## src/rtl/vga_frame_capture_if.sv

```systemverilog
// VGA pixel input and capture-memory write port.
// master drives sync/colour and receives writes; slave is the capturer.
interface vga_frame_capture_if #(
  parameter int ADDR_W = 19
);
  logic              Hsync;
  logic              Vsync;
  logic [7:0]        R;
  logic [7:0]        G;
  logic [7:0]        B;
  logic              mem_we;
  logic [ADDR_W-1:0] mem_addr;
  logic [23:0]       mem_wdata;

  modport master (
    output Hsync, Vsync, R, G, B,
    input  mem_we, mem_addr, mem_wdata
  );

  modport slave (
    input  Hsync, Vsync, R, G, B,
    output mem_we, mem_addr, mem_wdata
  );
endinterface

```

## src/rtl/vga_frame_capture.sv

```systemverilog
// Captures one VGA frame window into a linear pixel memory.
// Define CAPTURE_GRAY_EN to store {Y,Y,Y} luma instead of raw {R,G,B}.
module vga_frame_capture #(
  parameter int H_SYNC   = 96,
  parameter int H_BP     = 48,
  parameter int H_ACTIVE = 640,
  parameter int V_SYNC   = 2,
  parameter int V_BP     = 33,
  parameter int V_ACTIVE = 480,
  parameter int CAP_W    = 640,
  parameter int CAP_H    = 480,
  parameter int ADDR_W   = 19
) (
  input  logic                 clk,
  input  logic                 rst_n,
  input  logic                 start,
  vga_frame_capture_if.slave   vif,
  output logic                 busy,
  output logic                 DONE,
  output logic                 err
);

  localparam int CW = (CAP_W < H_ACTIVE) ? CAP_W : H_ACTIVE;
  localparam int CH = (CAP_H < V_ACTIVE) ? CAP_H : V_ACTIVE;
  localparam logic [11:0] X_LO = 12'(H_SYNC + H_BP);
  localparam logic [11:0] X_HI = 12'(H_SYNC + H_BP + CW);
  localparam logic [10:0] Y_LO = 11'(V_SYNC + V_BP);
  localparam logic [10:0] Y_HI = 11'(V_SYNC + V_BP + CH);
  localparam logic [ADDR_W-1:0] LAST = ADDR_W'(CW * CH - 1);

  typedef enum logic [1:0] {
    IDLE,
    ARMED,
    CAPTURE
  } state_t;

  state_t state, state_n;

  logic       hs1, vs1, hs2, vs2;
  logic [7:0] r1, g1, b1;
  logic       hfall, vfall;

  logic [10:0] h_cnt, h_pos;
  logic [9:0]  v_cnt, v_pos;
  logic        in_win;

  logic [ADDR_W-1:0] wcnt;
  logic [ADDR_W-1:0] addr_q;
  logic [23:0]       wdata_q;
  logic [23:0]       pix;
  logic              we_q;

  logic do_wr, set_done, set_err, arm;

  always_ff @(posedge clk or negedge rst_n) begin
    if (!rst_n) begin
      hs1 <= 1'b1;
      vs1 <= 1'b1;
      hs2 <= 1'b1;
      vs2 <= 1'b1;
      r1  <= '0;
      g1  <= '0;
      b1  <= '0;
    end else begin
      hs1 <= vif.Hsync;
      vs1 <= vif.Vsync;
      hs2 <= hs1;
      vs2 <= vs1;
      r1  <= vif.R;
      g1  <= vif.G;
      b1  <= vif.B;
    end
  end

  assign hfall = hs2 & ~hs1;
  assign vfall = vs2 & ~vs1;

  // Positions belong to the stage-1 sample; the falling-edge sample is 0.
  always_comb begin
    h_pos = hfall ? '0 : h_cnt;
    v_pos = v_cnt;
    if (vfall)
      v_pos = '0;
    else if (hfall && v_cnt != 10'h3ff)
      v_pos = v_cnt + 10'd1;
  end

  always_ff @(posedge clk or negedge rst_n) begin
    if (!rst_n) begin
      h_cnt <= '0;
      v_cnt <= '0;
    end else begin
      h_cnt <= (&h_pos) ? h_pos : h_pos + 11'd1;
      v_cnt <= v_pos;
    end
  end

  assign in_win = ({1'b0, h_pos} >= X_LO) &&
                  ({1'b0, h_pos} <  X_HI) &&
                  ({1'b0, v_pos} >= Y_LO) &&
                  ({1'b0, v_pos} <  Y_HI);

`ifdef CAPTURE_GRAY_EN
  logic [7:0] luma;
  assign luma = 8'(({2'b0, r1} + {1'b0, g1, 1'b0} + {2'b0, b1}) >> 2);
  assign pix  = {luma, luma, luma};
`else
  assign pix = {r1, g1, b1};
`endif

  always_ff @(posedge clk or negedge rst_n) begin
    if (!rst_n)
      state <= IDLE;
    else
      state <= state_n;
  end

  always_comb begin
    state_n  = state;
    do_wr    = 1'b0;
    set_done = 1'b0;
    set_err  = 1'b0;
    arm      = 1'b0;
    unique case (state)
      IDLE: begin
        if (start) begin
          state_n = ARMED;
          arm     = 1'b1;
        end
      end
      ARMED: begin
        if (vfall)
          state_n = CAPTURE;
      end
      CAPTURE: begin
        if (vfall) begin
          set_err = 1'b1;
          state_n = IDLE;
        end else if (in_win) begin
          do_wr = 1'b1;
          if (wcnt == LAST) begin
            set_done = 1'b1;
            state_n  = IDLE;
          end
        end
      end
      default: state_n = IDLE;
    endcase
  end

  always_ff @(posedge clk or negedge rst_n) begin
    if (!rst_n) begin
      we_q    <= 1'b0;
      addr_q  <= '0;
      wdata_q <= '0;
      wcnt    <= '0;
      DONE    <= 1'b0;
      err     <= 1'b0;
    end else begin
      we_q <= do_wr;
      if (do_wr) begin
        addr_q  <= wcnt;
        wdata_q <= pix;
        wcnt    <= wcnt + 1'b1;
      end
      if (arm)
        wcnt <= '0;
      if (arm)
        DONE <= 1'b0;
      else if (set_done)
        DONE <= 1'b1;
      if (arm)
        err <= 1'b0;
      else if (set_err)
        err <= 1'b1;
    end
  end

  assign vif.mem_we    = we_q;
  assign vif.mem_addr  = addr_q;
  assign vif.mem_wdata = wdata_q;
  assign busy          = (state != IDLE);

endmodule

```

## src/flat_wrapper.sv

```systemverilog
// flat-port wrapper written by rule: the top's interface ports become plain ports
module vga_frame_capture_flat 
#(
  parameter int H_SYNC   = 96,
  parameter int H_BP     = 48,
  parameter int H_ACTIVE = 640,
  parameter int V_SYNC   = 2,
  parameter int V_BP     = 33,
  parameter int V_ACTIVE = 480,
  parameter int CAP_W    = 640,
  parameter int CAP_H    = 480,
  parameter int ADDR_W   = 19
)
  (clk, rst_n, start, busy, DONE, err, vif_Hsync, vif_Vsync, vif_R, vif_G, vif_B, vif_mem_we, vif_mem_addr, vif_mem_wdata);
  vga_frame_capture_if #(.ADDR_W(ADDR_W)) vif_i ();
  input  logic clk;
  input  logic rst_n;
  input  logic start;
  output logic busy;
  output logic DONE;
  output logic err;
  input wire logic [$bits(vif_i.Hsync)-1:0] vif_Hsync;
  input wire logic [$bits(vif_i.Vsync)-1:0] vif_Vsync;
  input wire logic [$bits(vif_i.R)-1:0] vif_R;
  input wire logic [$bits(vif_i.G)-1:0] vif_G;
  input wire logic [$bits(vif_i.B)-1:0] vif_B;
  output wire logic [$bits(vif_i.mem_we)-1:0] vif_mem_we;
  output wire logic [$bits(vif_i.mem_addr)-1:0] vif_mem_addr;
  output wire logic [$bits(vif_i.mem_wdata)-1:0] vif_mem_wdata;
  assign vif_i.Hsync = vif_Hsync;
  assign vif_i.Vsync = vif_Vsync;
  assign vif_i.R = vif_R;
  assign vif_i.G = vif_G;
  assign vif_i.B = vif_B;
  assign vif_mem_we = vif_i.mem_we;
  assign vif_mem_addr = vif_i.mem_addr;
  assign vif_mem_wdata = vif_i.mem_wdata;
  vga_frame_capture #(.H_SYNC(H_SYNC), .H_BP(H_BP), .H_ACTIVE(H_ACTIVE), .V_SYNC(V_SYNC), .V_BP(V_BP), .V_ACTIVE(V_ACTIVE), .CAP_W(CAP_W), .CAP_H(CAP_H), .ADDR_W(ADDR_W)) u_core (.clk(clk), .rst_n(rst_n), .start(start), .vif(vif_i), .busy(busy), .DONE(DONE), .err(err));
endmodule
```

## config.mk

```make
export PLATFORM = sky130hd
export DESIGN_NAME = vga_frame_capture_flat
export DESIGN_NICKNAME = d
export VERILOG_FILES = /design/src/rtl/vga_frame_capture_if.sv /design/src/rtl/vga_frame_capture.sv /design/src/flat_wrapper.sv
export SDC_FILE = /design/constraint.sdc
export NUM_CORES = 1
export LEC_CHECK = 0
export BUFFER_PORTS_ARGS = -buffer_cell sky130_fd_sc_hd__buf_2
export CAP_MARGIN = 10
export CORE_MARGIN = 4
export CORE_UTILIZATION = 56
export DETAILED_ROUTE_END_ITERATION = 10
export GPL_TIMING_DRIVEN = 0
export PLACE_DENSITY = 0.8
export SYNTH_ARGS = -nofsm -noshare
export SYNTH_HDL_FRONTEND = slang
export SYNTH_SLANG_ARGS = --single-unit
```

## constraint.sdc

```tcl
create_clock -name clk -period 4.2 [get_ports clk]
set_clock_uncertainty 0.15 [all_clocks]
set_input_delay 0.21 -clock clk [delete_from_list [all_inputs] [get_ports clk]]
set_output_delay 0.21 -clock clk [all_outputs]
set_load 0.005 [all_outputs]
```

Yosys cells after proc, flatten, opt, wreduce, memory -nomap -nowiden
Index checks and enable logic that the tools add are counted.
Storage, ports and cells
  output and inout bits: 47
  input port bits: 29
  bits in registers: 116
Cells by class
  equal/unequal tests: 8
  magnitude comparators: 4
  reductions and logical operators: 11
  add/sub/neg operators: 3
  bitwise logic cells: 4
  mux-type cells: 27
Operator list (count)
  $mux W19: 2
  $mux W11: 2
  $mux W10: 2
  $add A19 B1 Y19 const B: 1
  $eq A19 B19 Y1 const B: 1
  $mux W1: 15
  $add A11 B1 Y11 const B: 1
  $ge A11 B8 Y1 const B: 1
  $lt A11 B10 Y1 const B: 1
  $reduce_and A11 Y1: 1
  $add A10 B1 Y10 const B: 1
  $ge A10 B6 Y1 const B: 1
  $lt A10 B10 Y1 const B: 1
  $mux W2: 5
  $ne A10 B10 Y1 const B: 1
  $reduce_bool A2 Y1: 4
  $ne A3 B1 Y1 const B: 2
  $pmux W2 S3: 1
  $logic_and A1 B1 Y1: 4
  $reduce_and A4 Y1: 1
  $and A1 B1 Y1: 2
  $eq A2 B1 Y1 const B: 1
  $eq A2 B2 Y1 const B: 1
  $logic_not A2 Y1: 1
  3 further kinds: 4

Depth between registers and ports, before layout
Gate-level depths: netlist of run 1.
  depth in word-level cells: 13
  gate-level depth with buffers: 12
  mapped depth without buffers: 10

Least setup slack after synthesis of run 1
No wires, ideal clock.
  kind: flip-flop to flip-flop
  from: register u_core.v_cnt[7]
  to: register u_core.addr_q[10] (netlist: u_core.vif.mem_addr[10])
  arrival time: 2716 ps
  data required time: 3925 ps
  path slack: 1210 ps
  cell stages (with the launch flop): 11
  path buffers: 2
  period minus slack after synthesis: 2990 ps
  cells stage by stage: dfrtp_1 and4_1 buf_2 a2111oi_4 xnor2_1 nor2_1 or3_4 o21a_2 o21ai_4 buf_2 mux2_2
On the way
  word-level cells in the longest chain between the ends: 10
Ends and longest elaborated chain
  start, declared: RTL line vga_frame_capture.sv:44  | logic [9:0] v_cnt, v_pos;
  start signal, assigned: RTL line vga_frame_capture.sv:94  | v_cnt <= v_pos;
  parallel branches: the longest is 2 deep, another holds $add A10 B1 Y10
  $mux W10 (*): RTL line vga_frame_capture.sv:84  | else if (hfall && v_cnt != 10'h3ff)
  $mux W10 (*): RTL line vga_frame_capture.sv:82  | if (vfall)
  net u_core.v_pos[7]: RTL line vga_frame_capture.sv:44
  $ge A10 B6 Y1: RTL line vga_frame_capture.sv:100  | ({1'b0, v_pos} >= Y_LO) &&
  $logic_and A1 B1 Y1: RTL line vga_frame_capture.sv:99  | ({1'b0, h_pos} < X_HI) &&
  $logic_and A1 B1 Y1 (*): RTL line vga_frame_capture.sv:100
  $mux W1 (*): RTL line vga_frame_capture.sv:139  | end else if (in_win) begin
  $mux W1 (*): RTL line vga_frame_capture.sv:136  | if (vfall) begin
  $mux W1 (*): RTL line vga_frame_capture.sv:124  | unique case (state)
  end signal, assigned: RTL line vga_frame_capture.sv:162  | addr_q <= wcnt;
  end, declared: RTL line vga_frame_capture.sv:48  | logic [ADDR_W-1:0] addr_q;
Mark *: on every way through the listed nets, which the timed path passes.
A chain may end at the register's enable or synchronous reset.

Worst setup path after layout of run 1
  from: register u_core.v_cnt[0]
  to: register u_core.wcnt[3]
On the way
  word-level cells in the longest chain between the ends: 11
Ends and longest elaborated chain
  parallel branches: the longest is 2 deep, another holds $add A10 B1 Y10
  $mux W10 (*): RTL line vga_frame_capture.sv:84
  $mux W10 (*): RTL line vga_frame_capture.sv:82
  net u_core.v_pos[8]: RTL line vga_frame_capture.sv:44
  $ge A10 B6 Y1: RTL line vga_frame_capture.sv:100
  $logic_and A1 B1 Y1: RTL line vga_frame_capture.sv:99
  $logic_and A1 B1 Y1 (*): RTL line vga_frame_capture.sv:100
  $mux W1 (*): RTL line vga_frame_capture.sv:139
  $mux W1 (*): RTL line vga_frame_capture.sv:136
  $mux W1 (*): RTL line vga_frame_capture.sv:124
  $reduce_bool A2 Y1 (no line) (*)
  end signal, assigned: RTL line vga_frame_capture.sv:164  | wcnt <= wcnt + 1'b1;
  end, declared: RTL line vga_frame_capture.sv:47  | logic [ADDR_W-1:0] wcnt;
Marked as above.

==> results of run 1 <==
[report_power, final]
part	internal, mW	switching, mW	leakage [nW]
clock	0.924	0.523	0.280
combinational	0.0843	0.109	1.24
sequential	1.17	0.0444	1.54
[final cells by class]
cell class	count	area, um^2
fillers	505	2056
inverters	10	37.54
clock buffers	18	427.9
repair buffers	104	685.7
flip-flops and latches	116	2908
well taps	105	131.4
multi-input cells	244	1748
clock inverters	14	176.4
plain buffers	17	87.58
[metal layers]
layer	global-route usage, %	share of wire [%]	vias up
met4	8.394	1.5	0
met2	34.86	50	104
met1	26.82	43	1744
met3	5.837	5.6	18
li1	-	-	1632
met5	0	0	-
[cell families after synthesis]
group	count (synthesis)	share of synthesized area [%]
simple gates	120	12.85
fa+ha+maj	3	0.7852
buf+inv	27	2.617
flops	116	60.82
mux	46	10.78
compound gates	55	8.480
xor+xnor	20	3.664
[state kept, by name, indices dropped and copies added (netlist names)]
name	count
u_core.vif.mem_wdata	24
u_core.err	1
u_core.b1	8
u_core.r1	8
u_core.hs2	1
u_core.vs1	1
u_core.state	2
u_core.v_cnt	10
u_core.DONE	1
u_core.vs2	1
u_core.h_cnt	11
u_core.vif.mem_addr	19
u_core.hs1	1
u_core.wcnt	19
u_core.vif.mem_we	1
u_core.g1	8
[worst max path at each step]
stage / depth (start not counted) / startpoint / end / slack (ns)
floorplan: 10 / u_core.v_cnt[7]$_DFF_PN0_ / u_core.vif.mem_addr[10]$_DFFE_PN0P_ / 1.21
global placement: 11 / u_core.v_cnt[7]$_DFF_PN0_ / u_core.vif.mem_wdata[13]$_DFFE_PN0P_ / 0.97
detailed placement: 12 / u_core.v_cnt[0]$_DFF_PN0_ / u_core.vif.mem_wdata[14]$_DFFE_PN0P_ / 0.88
CTS: 12 / u_core.v_cnt[0]$_DFF_PN0_ / u_core.wcnt[3]$_DFFE_PN0P_ / 0.84
global route: 12 / u_core.v_cnt[0]$_DFF_PN0_ / u_core.vif.mem_wdata[12]$_DFFE_PN0P_ / 0.55
finish: 12 / u_core.v_cnt[0]$_DFF_PN0_ / u_core.wcnt[3]$_DFFE_PN0P_ / 0.82
[layout by cell type, fill, tap and decap left out, drive strengths merged, types with 10 or more instances in the layout]
master	n
nand3	14
clkbuf	26
nand2	27
nor2	32
inv	13
dlygate4sd3	28
mux2	44
dfrtp	112
a21oi	10
buf	85
xor2	19
[worst max-delay path, stage by stage, from the launching register on]
cell,delay (ns)
dfrtp_1,0.42
ha_1,0.35
and4b_1,0.22
buf_2,0.15
nand4_1,0.14
nor3_1,0.20
a211oi_1,0.09
or3_4,0.36
o21a_2,0.26
buf_2,0.20
o21ai_0,0.42
xor2_1,0.22
nor2_1,0.06
==> out/results.ini, run 1 <==
[route]
wirelength_um = 9951
drtIter0Drc = 155
vias = 3498
vias_per_cell = 5.570
first_pass_iters = 4
wire_per_inst_um = 15.85
antenna_left = 0
drc = 0

[timing]
drv_slew = 0
max_freq_mhz = 295.7
timing.hold.ws_ns = 0.1417
timing.final.crit_share_pct = 80.52
rsz0062_at_grt = false
setup_viol = 0
worst_pin_slew_ns = 0.7179
setup_slack_ns = 0.8183
relSlewSlack_pct = 52.14
hold_viol = 0
finalSetupTns_ns = 0
period_minus_slack_ns = 3.382

[final_layout]
stdcell_count = 628
area_growth_pct = 29.73
nets = 542
final_util_pct = 75.11
drive_gt1_share_pct = 32.31
final_area_um2 = 6202
insertedDiodeCount = 0

[job]
timing.max_cap.violations = 0

[global_routing]
antenna_found_initial = 0
grt_usage_pct = 21.24
grt_pass1_wl_um = 16730
grt_max_degree = 62
grt_pass1_vias = 3534
grt_remaining_overflow = 0

[die]
die_area_um2 = 10080
rows = 33
die_h_um = 100.4
start_util_pct = 57.89
ios = 76
die_w_um = 100.4
core_um2 = 8258

[placement]
placed_cells_incl_taps = 568
place_area_um2 = 5318
place_ws_ns = 0.8776
place.gp.congestion = 0.9332
dp_hpwl_um = 6363
port_buffers = 75

[clock_network]
h-tree-depth = 4
clkLatencyLatePin_ns = 0.52
cts_buffer_depth = 2
numCtsBuffers = 17
cts.sinks = 116
clkSlewWorstSetupHoldPaths_ns = 0.06
cts_tree = built
ctsResizeCount = 0
postCtsHoldBufs = 28
postCtsSetupRepairBufs = 0
clockRootBuffer = clkbuf_8

[status]
status = completed

[critical_path]
cp.required_ns = 4.44
setup.worst_path.start_class = flop
critPathMaxFanout = 10
reg2reg_depth = 12
reg2reg_setup_slack_ns = 0.82
r2r_end = u_core.wcnt[3]$_DFFE_PN0P_
rr_startpoint = u_core.v_cnt[0]$_DFF_PN0_
crit_arrival_ns = 3.62
end_kind = flop
critPathKind = reg -> reg

[synthesis]
synth.top_cells.by_count = dfrtp_1, mux2_2, nor2_1
synthArstFlopShare_pct = 100.0
yosysMostFrequentCell = dfrtp_1
synth_cell_types = 50
synth-edff-count = 0
synth-main-ff-cell = dfrtp_1
syn-instance-count = 387
postSynthAreaPerCell_um2 = 12.35
synth_nets = 419
synth_area_um2 = 4781
yosys.area.top_type = dfrtp_1
ys_warn_count = 0
synth_top_area_share_pct = 58.62
ys_ff_latch = 116
synth.area.top_cells = dfrtp_1, mux2_2, xor2_1, nor2_1, dfstp_2
ys_seq_area_share_pct = 60.82

[pwr]
p_per_area_nw_per_um2 = 459.6
p_leak_nw = 3.062
peakVddDrop_mv = 0.3851
power_mw = 2.851

[hold_path]
hold_class = in -> async

(Power assumes the default switching activity.)
==> inputs of run 2 (changes only) <==
Clock period 4.2 ns to 3.4 ns, I/O delays scaled along.
==> run 2 against run 1 <==
  * Fmax is 3.5% higher
  * Sequential power grew 24%
  * Clock-buffer cell count unchanged
  * Sequential share of layout area is 0.23 points lower
  * Global-route usage did not move
  * Critical path depth is 1 lower
  * Via count grew 0.14%
  * Highest routed layer unchanged
==> out/results.ini, run 2 (synthesis gave the netlist of run 1 again) <==
[die]
die_area_um2 = 10080
die_w_um = 100.4
die_h_um = 100.4
core_um2 = 8258
start_util_pct = 57.89
rows = 33
ios = 76

[placement]
port_buffers = 75
place.gp.congestion = 0.9332
dp_hpwl_um = 6363
placed_cells_incl_taps = 568

[critical_path]
cp.required_ns = 3.68
end_kind = flop
critPathMaxFanout = 10
setup.worst_path.start_class = flop
crit_arrival_ns = 3.55
critPathKind = reg -> reg

[timing]
drv_slew = 0
hold_viol = 0
max_freq_mhz = 305.9
worst_pin_slew_ns = 0.7068
relSlewSlack_pct = 52.88
timing.final.crit_share_pct = 96.14
period_minus_slack_ns = 3.269
setup_viol = 0

[global_routing]
grt_usage_pct = 21.24
antenna_found_initial = 0
grt_remaining_overflow = 0
grt_pass1_vias = 3534
grt_max_degree = 62
grt_pass1_wl_um = 16730

[route]
drc = 0
antenna_left = 0
drtIter0Drc = 186
wire_per_inst_um = 15.91
vias = 3503
vias_per_cell = 5.569
wirelength_um = 10010
first_pass_iters = 4

[job]
timing.max_cap.violations = 0

[status]
status = completed

[final_layout]
area_growth_pct = 30.44
nets = 543
drive_gt1_share_pct = 33.02
final_cell_mix = dfrtp_1, buf_2, mux2_2
insertedDiodeCount = 0
stdcell_count = 629
layout_commonest_cell = dfrtp_1
largest_reg_flops = 24
num-fill-cells = 499

[pwr]
peakVddDrop_mv = 0.4773
pwr-share-seq_pct = 42.5
pwr-share-comb_pct = 6.9
p_leak_nw = 3.068
power_mw = 3.527
p_sw_share_pct = 23.71
switchingPower_uw = 836.4
p_per_area_nw_per_um2 = 565.6
clkPwrFrac_pct = 50.6
p_int_mw = 2.691

[clock_network]
clockRootBuffer = clkbuf_8
numCtsBuffers = 17
clkLatencyLatePin_ns = 0.51
cts_tree = built
cts_buffer_depth = 2
h-tree-depth = 4
cts.sinks = 116
clkSlewWorstSetupHoldPaths_ns = 0.06

[hold_path]
hold_class = in -> async

[run 2: cell count changes in the layout (fill, tap and decap cells not counted), sizes merged]
| cell | change |
|---|---|
| clkbuf | +1 |
[run 2: worst max-delay path, stage by stage (launching register included)]
cell and delay, ns:
dfrtp_1 0.45, and4_1 0.20, buf_2 0.17, a2111oi_4 0.36, xnor2_1 0.17, nor2_1 0.09, or3_4 0.41, nor3_4 0.25
o21ai_4 0.11, clkbuf_4 0.25, or3_1 0.39, a21oi_1 0.18
[run 2: timing repair]
item,CTS,global route
setup endpoints to repair,0,55
hold buffers,28,0
hold endpoints to repair,83,0
gates resized for setup,0,9
buffers inserted,0,1
[run 2: area by class of cell]
| class | count | area (um^2) | area share [%] |
|---|---|---|---|
| tap | 105 | 131.4 | 2.107 |
| clock buffer | 18 | 427.9 | 6.862 |
| clock inverter | 14 | 176.4 | 2.829 |
| timing repair buffer | 105 | 693.2 | 11.12 |
| multi-input combinational | 244 | 1765 | 28.31 |
| sequential | 116 | 2909 | 46.65 |
| buffer | 17 | 92.59 | 1.485 |
| inverter | 10 | 40.04 | 0.6421 |
[run 2: power by group through the flow]
| stage | Clock, mW | Combinational, mW | Sequential (mW) |
|---|---|---|---|
| 6_report | 1.79 | 0.243 | 1.50 |
| 5_1_grt | 1.88 | 0.272 | 1.51 |
| 4_1_cts | 1.81 | 0.243 | 1.49 |
| 3_5_place_dp | 0 | 0.215 | 1.52 |
| 3_3_place_gp | 0 | 0.201 | 1.51 |
| 2_1_floorplan | 0 | 0.123 | 1.50 |
[run 2: worst paths after layout]
| check | start | slack [ns] | cells past startpoint | end |
|---|---|---|---|---|
| setup / recovery | u_core.v_cnt[7]$_DFF_PN0_ | 0.13 | 11 | u_core.wcnt[14]$_DFFE_PN0P_ |
| hold / removal | rst_n | 0.1 | 2 | u_core.vif.mem_wdata[10]$_DFFE_PN0P_ |
| setup reg to reg | u_core.v_cnt[7]$_DFF_PN0_ | 0.13 | 11 | u_core.wcnt[14]$_DFFE_PN0P_ |
| hold reg to reg | u_core.vs1$_DFF_PN1_ | 0.22 | 0 | u_core.vs2$_DFF_PN1_ |
| max in group asynchronous | rst_n | 2.28 | 3 | u_core.vif.mem_wdata[15]$_DFFE_PN0P_ |
| min in group clk | vif_R[3] | 0.14 | 2 | u_core.r1[3]$_DFF_PN0_ |
[run 2: metrics by stage]
| step | TNS (ns) | utilization, % | hold WS (ns) | area [um^2] | worst slack [ns] |
|---|---|---|---|---|---|
| final | 0 | 75.52 | 0.09948 | 6236 | 0.1311 |
| after global routing | -0.02454 | 75.52 | 0.1428 | 6236 | -0.02454 |
| after CTS | 0 | 75.11 | 0.1146 | 6202 | 0.03632 |
| after detailed placement | 0 | 64.39 | 0.1262 | 5318 | 0.07758 |
| after global placement | 0 | 64.03 | 0.1271 | 5288 | 0.1664 |
| after floorplan | 0 | - | -0.2756 | 4781 | 0.4097 |
[run 2: per-layer routing]
| layer | vias up | part of all wire [%] | GRT usage (%) |
|---|---|---|---|
| met2 | 95 | 51 | 34.86 |
| met4 | 0 | 1.5 | 8.394 |
| li1 | 1638 | - | - |
| met3 | 16 | 5.5 | 5.837 |
| met1 | 1754 | 42 | 26.82 |
| met5 | - | 0 | 0 |
==> inputs of run 3 (changes only) <==
Settings changed: CORE_MARGIN 4 to 3, HOLD_SLACK_MARGIN from default to 0.06.
==> run 3 against run 2 <==
  * Routed wire length grew 2.6%
  * Via count is 1.1% higher
  * Cell count grew 0.16%
  * Sequential power about the same
  * Total power fell by 1.7%
  * Utilization is 0.27 points lower
==> out/results.ini, run 3 (synthesis gave the netlist of run 1 again) <==
[critical_path]
cpMaxStageDelayCell = dfrtp_1
critPathMaxFanout = 10
end_kind = flop
crit_family = compound AO/OA/AOI/OAI gates
cp_common_cell = buf_2
critPathKind = reg -> reg
crit_buf_inv = 2
setup.worst_path.start_class = flop
crit_arrival_ns = 3.51
reg2reg_setup_slack_ns = 0.14
cp.required_ns = 3.65
max_stage_delay_ns = 0.44
worstPathCellList = and4_1 -> buf_2 -> a2111oi_4 -> xnor2_1 -> nor2_1 -> or3_4 -> o21a_2 -> o21ai_4 -> buf_2 -> mux2_2

[pwr]
power_mw = 3.467
pwr-share-comb_pct = 7.3
pwr-share-seq_pct = 43.4
p_per_area_nw_per_um2 = 558.0
p_int_mw = 2.601
p_sw_share_pct = 24.99
peakVddDrop_mv = 0.3974
switchingPower_uw = 866.3
p_leak_nw = 3.061
clkPwrFrac_pct = 49.4

[clock_network]
h-tree-depth = 4
clkLatencyLatePin_ns = 0.52
cts.sinks = 116
numCtsBuffers = 17
clockRootBuffer = clkbuf_8
cts_tree = built
clkSlewWorstSetupHoldPaths_ns = 0.06
cts_buffer_depth = 2

[timing]
timing.hold.ws_ns = 0.1418
relSlewSlack_pct = 57.95
rsz0062_at_grt = false
setup_viol = 0
worst_pin_slew_ns = 0.6294
setup_slack_ns = 0.1352
period_minus_slack_ns = 3.265
max_freq_mhz = 306.3
hold_viol = 0
drv_slew = 0
finalSetupTns_ns = 0
timing.final.crit_share_pct = 96.02

[final_layout]
final_util_pct = 75.24
final_cell_mix = dfrtp_1, buf_2, mux2_2
largest_reg_flops = 24
insertedDiodeCount = 0
nets = 544
stdcell_count = 630
drive_gt1_share_pct = 32.38
area_growth_pct = 29.97
final_area_um2 = 6213
layout_commonest_cell = dfrtp_1

[die]
die_w_um = 98.40
die_area_um2 = 9682
ios = 76
die_h_um = 98.40
core_um2 = 8258
start_util_pct = 57.89
rows = 33

[route]
antenna_left = 0
vias = 3540
first_pass_iters = 8
vias_per_cell = 5.619
wirelength_um = 10270
drtIter0Drc = 159
wire_per_inst_um = 16.30
drc = 0

[status]
status = completed

[placement]
place.gp.congestion = 0.8994
place_ws_ns = 0.1249
place_area_um2 = 5318
port_buffers = 75
placed_cells_incl_taps = 568
dp_hpwl_um = 6192

[global_routing]
antenna_found_initial = 0
grt_max_degree = 71
grt_pass1_vias = 3691
grt_pass1_wl_um = 17790
grt_remaining_overflow = 0
grt_usage_pct = 23.15

[job]
timing.max_cap.violations = 0

[hold_path]
hold_class = in -> reg

[run 3: final cells by class]
cell class	count	area [um^2]
Sequential cell	116	2908
Fill cell	507	2044
Multi-Input combinational cell	244	1765
Timing Repair Buffer	106	705.7
Clock buffer	18	417.9
Clock inverter	14	152.6
Tap cell	105	131.4
Buffer	17	92.59
Inverter	10	40.04
[run 3: what timing repair did]
action,in CTS,in global routing
resized for setup,0,7
hold buffers,30,0
hold endpoints to repair,143,0
buffers inserted,0,0
setup endpoints to repair,0,42
[run 3: metal layers]
| metal | track usage (%) | vias up | wire [um] |
|---|---|---|---|
| met4 | 10.08 | 0 | 232 |
| met5 | 0 | - | 0 |
| li1 | - | 1635 | - |
| met1 | 29.64 | 1753 | 4287 |
| met3 | 5.500 | 27 | 545 |
| met2 | 37.81 | 125 | 5205 |
[run 3: worst paths after layout]
kind,end,from,cells after the start
worst min-delay path,u_core.b1[6]$_DFF_PN0_,vif_B[6],2
min in group asynchronous,u_core.wcnt[11]$_DFFE_PN0P_,rst_n,3
worst max register to register,u_core.vif.mem_addr[17]$_DFFE_PN0P_,u_core.v_cnt[7]$_DFF_PN0_,10
max in group asynchronous,u_core.wcnt[6]$_DFFE_PN0P_,rst_n,4
worst max-delay path,u_core.vif.mem_addr[17]$_DFFE_PN0P_,u_core.v_cnt[7]$_DFF_PN0_,10
worst min register to register,u_core.vs2$_DFF_PN1_,u_core.vs1$_DFF_PN1_,0
[run 3: power by group through the flow]
stage	clock network, mW	logic (mW)	registers [mW]
final	1.71	0.252	1.50
after floorplan	0	0.123	1.50
after global placement	0	0.199	1.51
after detailed placement	0	0.212	1.52
after CTS	1.73	0.246	1.50
after global routing	1.80	0.283	1.51
